$ cat config.mk
export PLATFORM = sky130hd
export DESIGN_NAME = aes_round_seq
export DESIGN_NICKNAME = d
export VERILOG_FILES = /design/src/rtl/aes_round_seq.sv
export SDC_FILE = /design/constraint.sdc
export NUM_CORES = 1
export LEC_CHECK = 0
export BUFFER_PORTS_ARGS = -buffer_cell sky130_fd_sc_hd__buf_2
export CAP_MARGIN = 20
export CORE_AREA = 10 10 311 313
export DETAILED_ROUTE_END_ITERATION = 12
export DIE_AREA = 0 0 321 323
export SKIP_LAST_GASP = 1
export SLEW_MARGIN = 5
export SYNTH_ARGS = -nofsm -noshare
export SYNTH_HDL_FRONTEND = slang
export SYNTH_SLANG_ARGS = --single-unit
$ cat constraint.sdc
create_clock -name eph1 -period 5.1 [get_ports eph1]
set_input_delay 0 -clock eph1 [delete_from_list [all_inputs] [get_ports eph1]]
set_output_delay 0 -clock eph1 [all_outputs]
set_load 0.02 [all_outputs]
$ cat src/rtl/aes_round_seq.sv
// Iterative AES-128 cipher sequencer: drives one combinational aesround datapath
// through the initial AddRoundKey and rounds 1..NR, with valid/ready on both sides.
module aes_round_seq #(
    parameter int NR    = 10,
    parameter int CNT_W = 16
) (
    input  logic             eph1,
    input  logic             reset,
    input  logic             in_valid,
    output logic             in_ready,
    input  logic [127:0]     in_data,
    output logic [3:0]       rk_idx,
    input  logic [127:0]     rk_data,
    input  logic             rk_valid,
    output logic [127:0]     dp_round_in,
    output logic [127:0]     dp_key_words,
    output logic [NR:0]      dp_fin_counter_in,
    input  logic [127:0]     dp_round_out,
    input  logic [NR:0]      dp_fin_counter_out,
    output logic             out_valid,
    input  logic             out_ready,
    output logic [127:0]     out_data,
    output logic [CNT_W-1:0] blk_cnt
);
    typedef enum logic [1:0] {
        IDLE,
        ROUND,
        DONE
    } state_e;

    // One-hot marker for round 1; the datapath shifts it left once per round.
    localparam logic [NR:0] RND_FIRST = {{(NR - 1){1'b0}}, 2'b10};

    state_e           state_q;
    logic [127:0]     st_q;
    logic [NR:0]      rnd_q;
    logic [3:0]       rk_idx_q;
    logic             out_valid_q;
    logic [CNT_W-1:0] blk_cnt_q;

    // NOTE: all state uses non-blocking assignments so every register samples
    // pre-edge values; blocking here would let st_q/rnd_q see each other's new value.
    always_ff @(posedge eph1 or posedge reset) begin
        if (reset) begin
            state_q     <= IDLE;
            st_q        <= '0;
            rnd_q       <= '0;
            rk_idx_q    <= '0;
            out_valid_q <= 1'b0;
            blk_cnt_q   <= '0;
        end else begin
            unique case (state_q)
                IDLE: begin
                    if (in_valid && rk_valid) begin
                        st_q     <= in_data ^ rk_data;
                        rnd_q    <= RND_FIRST;
                        rk_idx_q <= 4'd1;
                        state_q  <= ROUND;
                    end
                end
                ROUND: begin
                    // A missing round key freezes the whole block in place.
                    if (rk_valid) begin
                        st_q  <= dp_round_out;
                        rnd_q <= dp_fin_counter_out;
                        if (rnd_q[NR]) begin
                            state_q     <= DONE;
                            out_valid_q <= 1'b1;
                            rk_idx_q    <= '0;
                        end else begin
                            rk_idx_q <= rk_idx_q + 4'd1;
                        end
                    end
                end
                DONE: begin
                    if (out_ready) begin
                        blk_cnt_q   <= blk_cnt_q + CNT_W'(1);
                        out_valid_q <= 1'b0;
                        state_q     <= IDLE;
                    end
                end
                default: state_q <= IDLE;
            endcase
        end
    end

    // Key store lookup is the only combinational path into the datapath.
    assign in_ready          = (state_q == IDLE) && rk_valid;
    assign rk_idx            = rk_idx_q;
    assign dp_round_in       = st_q;
    assign dp_key_words      = rk_data;
    assign dp_fin_counter_in = rnd_q;
    assign out_valid         = out_valid_q;
    assign out_data          = st_q;
    assign blk_cnt           = blk_cnt_q;

endmodule

# [Word level (Yosys, flattened, before mapping)]
# Index checks and enable logic that the tools add are counted.
[totals] register_bits=162 inputBits=400 out_inout_bits=417
[op_classes] n_addsub=2 n_eq_ne=6 n_mux=19 bitwise_logic=1 n_reduce_logical=9
[op_table] cell="two-way mux 128 bit" count=2
[op_table] cell="one-hot mux 128 bit (2 select lines)" count=1
[op_table] cell="XOR 128 bit" count=1
[op_table] cell="two-way mux 11 bit" count=2
[op_table] cell="one-hot mux 11 bit (2 select lines)" count=1
[op_table] cell="adder 16 x 1 -> 16 bit, second input constant" count=1
[op_table] cell="two-way mux 4 bit" count=3
[op_table] cell="two-way mux 2 bit" count=4
[op_table] cell="!= test 2 bit, second input constant" count=4
[op_table] cell="one-hot mux 4 bit (2 select lines)" count=1
[op_table] cell="AND reduction 4 bit" count=2
[op_table] cell="one-hot mux 2 bit (3 select lines)" count=1
[op_table] cell="adder 4 x 1 -> 4 bit, second input constant" count=1
[op_table] cell="nonzero test 2 bit" count=2
[op_table] cell="two-way mux 1 bit" count=3
[op_table] cell="AND reduction 3 bit" count=1
[op_table] cell="== test 2 x 1 -> 1 bit, second input constant" count=1
[op_table] cell="== test 2 bit, second input constant" count=1
[op_table] cell="logical AND 1 bit" count=2
[op_table] cell="logical NOT 2 bit" count=1
[op_table] cell="one-hot mux 1 bit (2 select lines)" count=1
[op_table] cell="AND reduction 2 bit" count=1

# [Depth between registers and ports, before layout]
[depth] word_depth=4 mapped_depth=8 depth_no_buf=5

# [Least setup slack after synthesis]
# Ideal clock, no wire load.
[synth_timing] path_type="flip-flop to flip-flop" from="register state_q[1]" to="register rk_idx_q[1] (netlist: rk_idx[1])" setup_ns=0.132 arrival_ns=1.334 t_required_ns=4.968 slack_ns=3.634 path_stages_with_launch=9 period_less_slack_ns=1.466 cell_sequence="dfrtp_1 > nor2b_2 > o21ai_2 > buf_4 > buf_6 > buf_6 > buf_6 > nand2_1 > o41ai_2"
[synth_between] elab_chain_len=3 word_cells_on_any_way=7 cone_classes="3 x eq/ne; 1 x mux; 3 x reduce/logical"
[synth_lines] element="start, declared" line="34" text="state_e state_q;"
[synth_lines] element="start signal, assigned" line="45" text="state_q <= IDLE;"
[synth_lines] element="start signal, assigned" line="58" text="state_q <= ROUND;"
[synth_lines] element="start signal, assigned" line="67" text="state_q <= DONE;"
[synth_lines] element="== test 2 x 1 -> 1 bit or logical NOT 2 bit (tied branches)" line="52" text="unique case (state_q)"
[synth_lines] element="!= test 2 bit (no source line) or nonzero test 2 bit (tied branches)"
[synth_lines] element="AND reduction 3 bit (no source line)"
[synth_lines] element="end signal, assigned" line="71" text="rk_idx_q <= rk_idx_q + 4'd1;"
[synth_lines] element="end, declared" line="37" text="logic [3:0] rk_idx_q;"
# Several ways; a longest one is shown, not always the timed one.
# A chain may end at the register's enable or synchronous reset.

# [Worst setup path after layout]
[layout_timing] from="register state_q[0]" to="register st_q[125] (netlist: dp_round_in[125])"
[layout_between] elab_chain_len=3 word_cells_on_any_way=7 cone_classes="3 x eq/ne; 1 x mux; 3 x reduce/logical"
[layout_lines] element="== test 2 x 1 -> 1 bit or logical NOT 2 bit (tied branches)" line="52"
[layout_lines] element="!= test 2 bit (no source line) or nonzero test 2 bit (tied branches)"
[layout_lines] element="AND reduction 3 bit (no source line)"
[layout_lines] element="end signal, assigned" line="55" text="st_q <= in_data ^ rk_data;"
[layout_lines] element="end signal, assigned" line="64" text="st_q <= dp_round_out;"
[layout_lines] element="end, declared" line="35" text="logic [127:0] st_q;"
# Several ways; a longest one is shown, not always the timed one.

==> results.py <==
metrics = {
    "critical_path": {
        "end_kind": "flop",
        "crit_family": "buffers and inverters",
        "slowest_stage": "dfrtp_1",
        "cp_cell_sequence": "nor2b_4 -> buf_12 -> nor2_1 -> a21oi_1 -> dlygate4sd3_1 -> o21ai_1",
        "cp-start-kind": "flop",
        "crit_type": "flop to flop",
        "crit_buf_inv": 2,
        "crit_cells": 6,
        "cp_slowest_stage_delay_ns": 0.73,
        "cp_max_fo": 170,
        "crit_arrival_ns": 3.34,
        "cp.required_ns": 5.45,
        "r2r_cells": 6,
    },
    "pwr": {
        "p_leak_nw": 8.26,
        "peakVddDrop_v": 0.000388,
        "power.total_mw": 9.27,
        "power_density_nw_per_um2": 542,
    },
    "timing": {
        "setup_violations": 0,
        "max_freq_ghz": 0.335,
        "finClkSkew_ns": 0.0112,
        "slew_violations": 0,
        "rsz0062_at_grt": "no",
        "setup_slack_ns": 2.11,
        "tightest_slew_ns": 1.01,
        "layout_min_cycle_time_ns": 2.99,
        "finalHoldViolations": 0,
        "final.period_utilization_pct": 58.6,
        "tns_ns": 0,
        "slew_headroom_pct": 32.9,
    },
    "logic_synthesis": {
        "ys_ff_latch": 162,
        "yosysTopAreaCell": "dfrtp_1",
        "yosysSeqAreaShare_pct": 39.2,
        "synth_cells": 1232,
        "synth_warnings": 0,
        "yosys.cell_types.count": 28,
        "synth_edf_count": 0,
        "ys_async_sr_fraction_pct": 100,
        "syn_avg_cell_area_um2": 8.39,
        "syn-cell-area_um2": 10300,
        "synth_top_area_share_pct": 39.2,
        "ys.flop_type": "dfrtp_1",
        "syn_nets": 1634,
        "ys_top_cells_by_area": "dfrtp_1, buf_4, xnor2_1",
    },
    "layout": {
        "drive_above_1_share_pct": 42.4,
        "fin_util_pct": 18.8,
        "fin_nets": 2428,
        "area_delta_synth_final_pct": 65.2,
        "fillers": 10100,
    },
    "floorplan": {
        "ioPinCount": 817,
        "start_util_pct": 11.4,
        "coreArea_um2": 90800,
        "die-area_um2": 104000,
        "rows": 111,
        "dieHeight_um": 323,
        "fp.dieW_um": 321,
    },
    "routing": {
        "top_layer_used": "met5",
        "met2_length_um": 27200,
        "wl_um": 55400,
        "detail_route.first_pass.iterations": 5,
        "vias": 11100,
        "wl_met1_um": 21700,
        "wire_per_inst_um": 17.2,
        "first_iter_violations": 433,
        "antenna_left": 0,
        "vias_per_cell": 3.45,
        "drc": 0,
        "dr_wl_met3_um": 4880,
    },
    "clock_tree": {
        "cts_sinks": 162,
        "root_buffer": "clkbuf_16",
        "h-tree-depth": 4,
        "insertion_delay_ns": 0.50,
        "cts-buffers-inserted": 17,
        "clockBufferDepth": 2,
        "cts_tree": "done",
        "postCtsSetupRepairBufs": 0,
        "clkTransAtPathRegs_ns": 0.08,
    },
    "status": {
        "status": "finished, final reports clean",
    },
    "global_route": {
        "grt_pass1_vias": 11900,
        "grt_pass1_wl_um": 78700,
        "grt_max_degree": 221,
        "grt_usage_pct": 10.3,
        "antenna_found_initial": 17,
        "grt_overflow": 0,
    },
    "worst_hold_path": {
        "holdCritPathClass": "input port to flop",
        "holdPathStages": 5,
    },
    "place": {
        "globalplace.congestion": 0.992,
        "hpwl_um": 44900,
        "dp_slack_ns": 2.64,
        "io_buffers": 816,
    },
    "run": {
        "cap_violations": 0,
    },
}
## Yosys cell counts, types with 4 or more instances
cell type,n
a21oi_1,130
buf_2,38
buf_4,257
buf_6,8
clkbuf_1,15
dfrtp_1,162
nand2_1,166
nand2b_1,4
nand3_1,6
nand4_1,4
nor2_1,136
o21ai_0,17
o21ai_1,127
xnor2_1,141
## logic make-up (layout without fill, tap and decap cells)
| family | after synthesis | after routing | synth area share (%) |
|---|---|---|---|
| AOI/OAI and AO/OA | 276 | 276 | 13.5 |
| xor gates and xnor gates | 143 | 143 | 12.1 |
| adders and majority gates | 2 | 2 | 0.242 |
| buffers and inverters | 320 | 1127 | 22.0 |
| DFF | 162 | 162 | 39.2 |
| muxes | 2 | 2 | 0.218 |
| other | 0 | 1 | 0 |
| and+or+nand+nor | 327 | 327 | 12.8 |
## final timing paths
| path | startpoint | end | slack [ns] |
|---|---|---|---|
| worst max-delay path | state_q[0]$_DFFE_PP0P_ | dp_round_in[125]$_DFFE_PP0P_ | 2.11 |
| worst min register to register | blk_cnt[15]$_DFFE_PP0P_ | blk_cnt[15]$_DFFE_PP0P_ | 0.47 |
| min in group asynchronous | reset | dp_round_in[82]$_DFFE_PP0P_ | 0.11 |
| worst max register to register | state_q[0]$_DFFE_PP0P_ | dp_round_in[125]$_DFFE_PP0P_ | 2.11 |
| worst min-delay path | in_data[38] | dp_round_in[38]$_DFFE_PP0P_ | 0.04 |
| max in group asynchronous | reset | dp_round_in[109]$_DFFE_PP0P_ | 4.01 |
## report_power, final
part / internal, mW / switching [mW]
Sequential: 1.83 / 0.581
Combinational: 2.10 / 3.29
Clock: 0.789 / 0.668
## sequential cells by signal, indices dropped and copies added (netlist names)
signal,cells
out_valid,1
blk_cnt,16
dp_round_in,128
dp_fin_counter_in,11
state_q,2
rk_idx,4
## per-layer routing
metal	up-vias	GRT usage (%)
met5	-	0
met4	4	3.88
met3	83	3.74
met2	585	17.7
met1	5151	11.5
li1	5316	-
## per-stage QoR
stage	hold WS, ns	area (um2)	std cells
4_1_cts	0.00701	17100	3225
5_1_grt	0.0930	17100	3225
6_report	0.0450	17100	3226
3_5_place_dp	0.0664	13800	2924
3_3_place_gp	0.0621	13800	2924
2_1_floorplan	0.107	10300	1232
## final cells by class
| class | instances | area [um2] | area share, % |
|---|---|---|---|
| antenna | 1 | 2.50 | 0.0146 |
| clock buffer | 18 | 429 | 2.51 |
| clock inverter | 14 | 198 | 1.16 |
| inverter | 2 | 15.0 | 0.0879 |
| multi-input combinational | 750 | 4030 | 23.6 |
| sequential | 162 | 4050 | 23.7 |
| tap | 1186 | 1480 | 8.68 |
| timing repair buffer | 1093 | 6870 | 40.2 |
## cell usage in the layout (no fill, tap or decap), types with 2 or more instances in the layout
cell type	n
a21oi_1	130
and2_1	2
and4_1	2
buf_12	3
buf_2	816
buf_4	5
bufinv_16	3
clkbuf_16	17
clkinv_4	3
dfrtp_1	162
dlygate4sd3_1	269
ha_1	2
inv_6	3
inv_8	4
mux2_2	2
nand2_1	166
nand2b_1	4
nand3_1	6
nand4_1	4
nor2_1	136
nor4_4	2
o21ai_0	17
o21ai_1	127
xnor2_1	141
xor2_1	2
## worst min-delay path, delay by kind of cell
| family | cells | cell delay (ns) |
|---|---|---|
| AO/OA/AOI/OAI | 2 | 0.18 |
| AND/OR/NAND/NOR | 1 | 0.13 |
| XOR/XNOR | 1 | 0.10 |
| buffers and inverters | 1 | 0.08 |
## what timing repair did
| action | 4_1_cts | 5_1_grt |
|---|---|---|
| resized for setup | 0 | 0 |
| hold endpoints to repair | 225 | 0 |
| hold buffers | 269 | 0 |
| endpoints found under the setup margin | 0 | 0 |
Note: power is estimated with default switching activity, not from simulation.
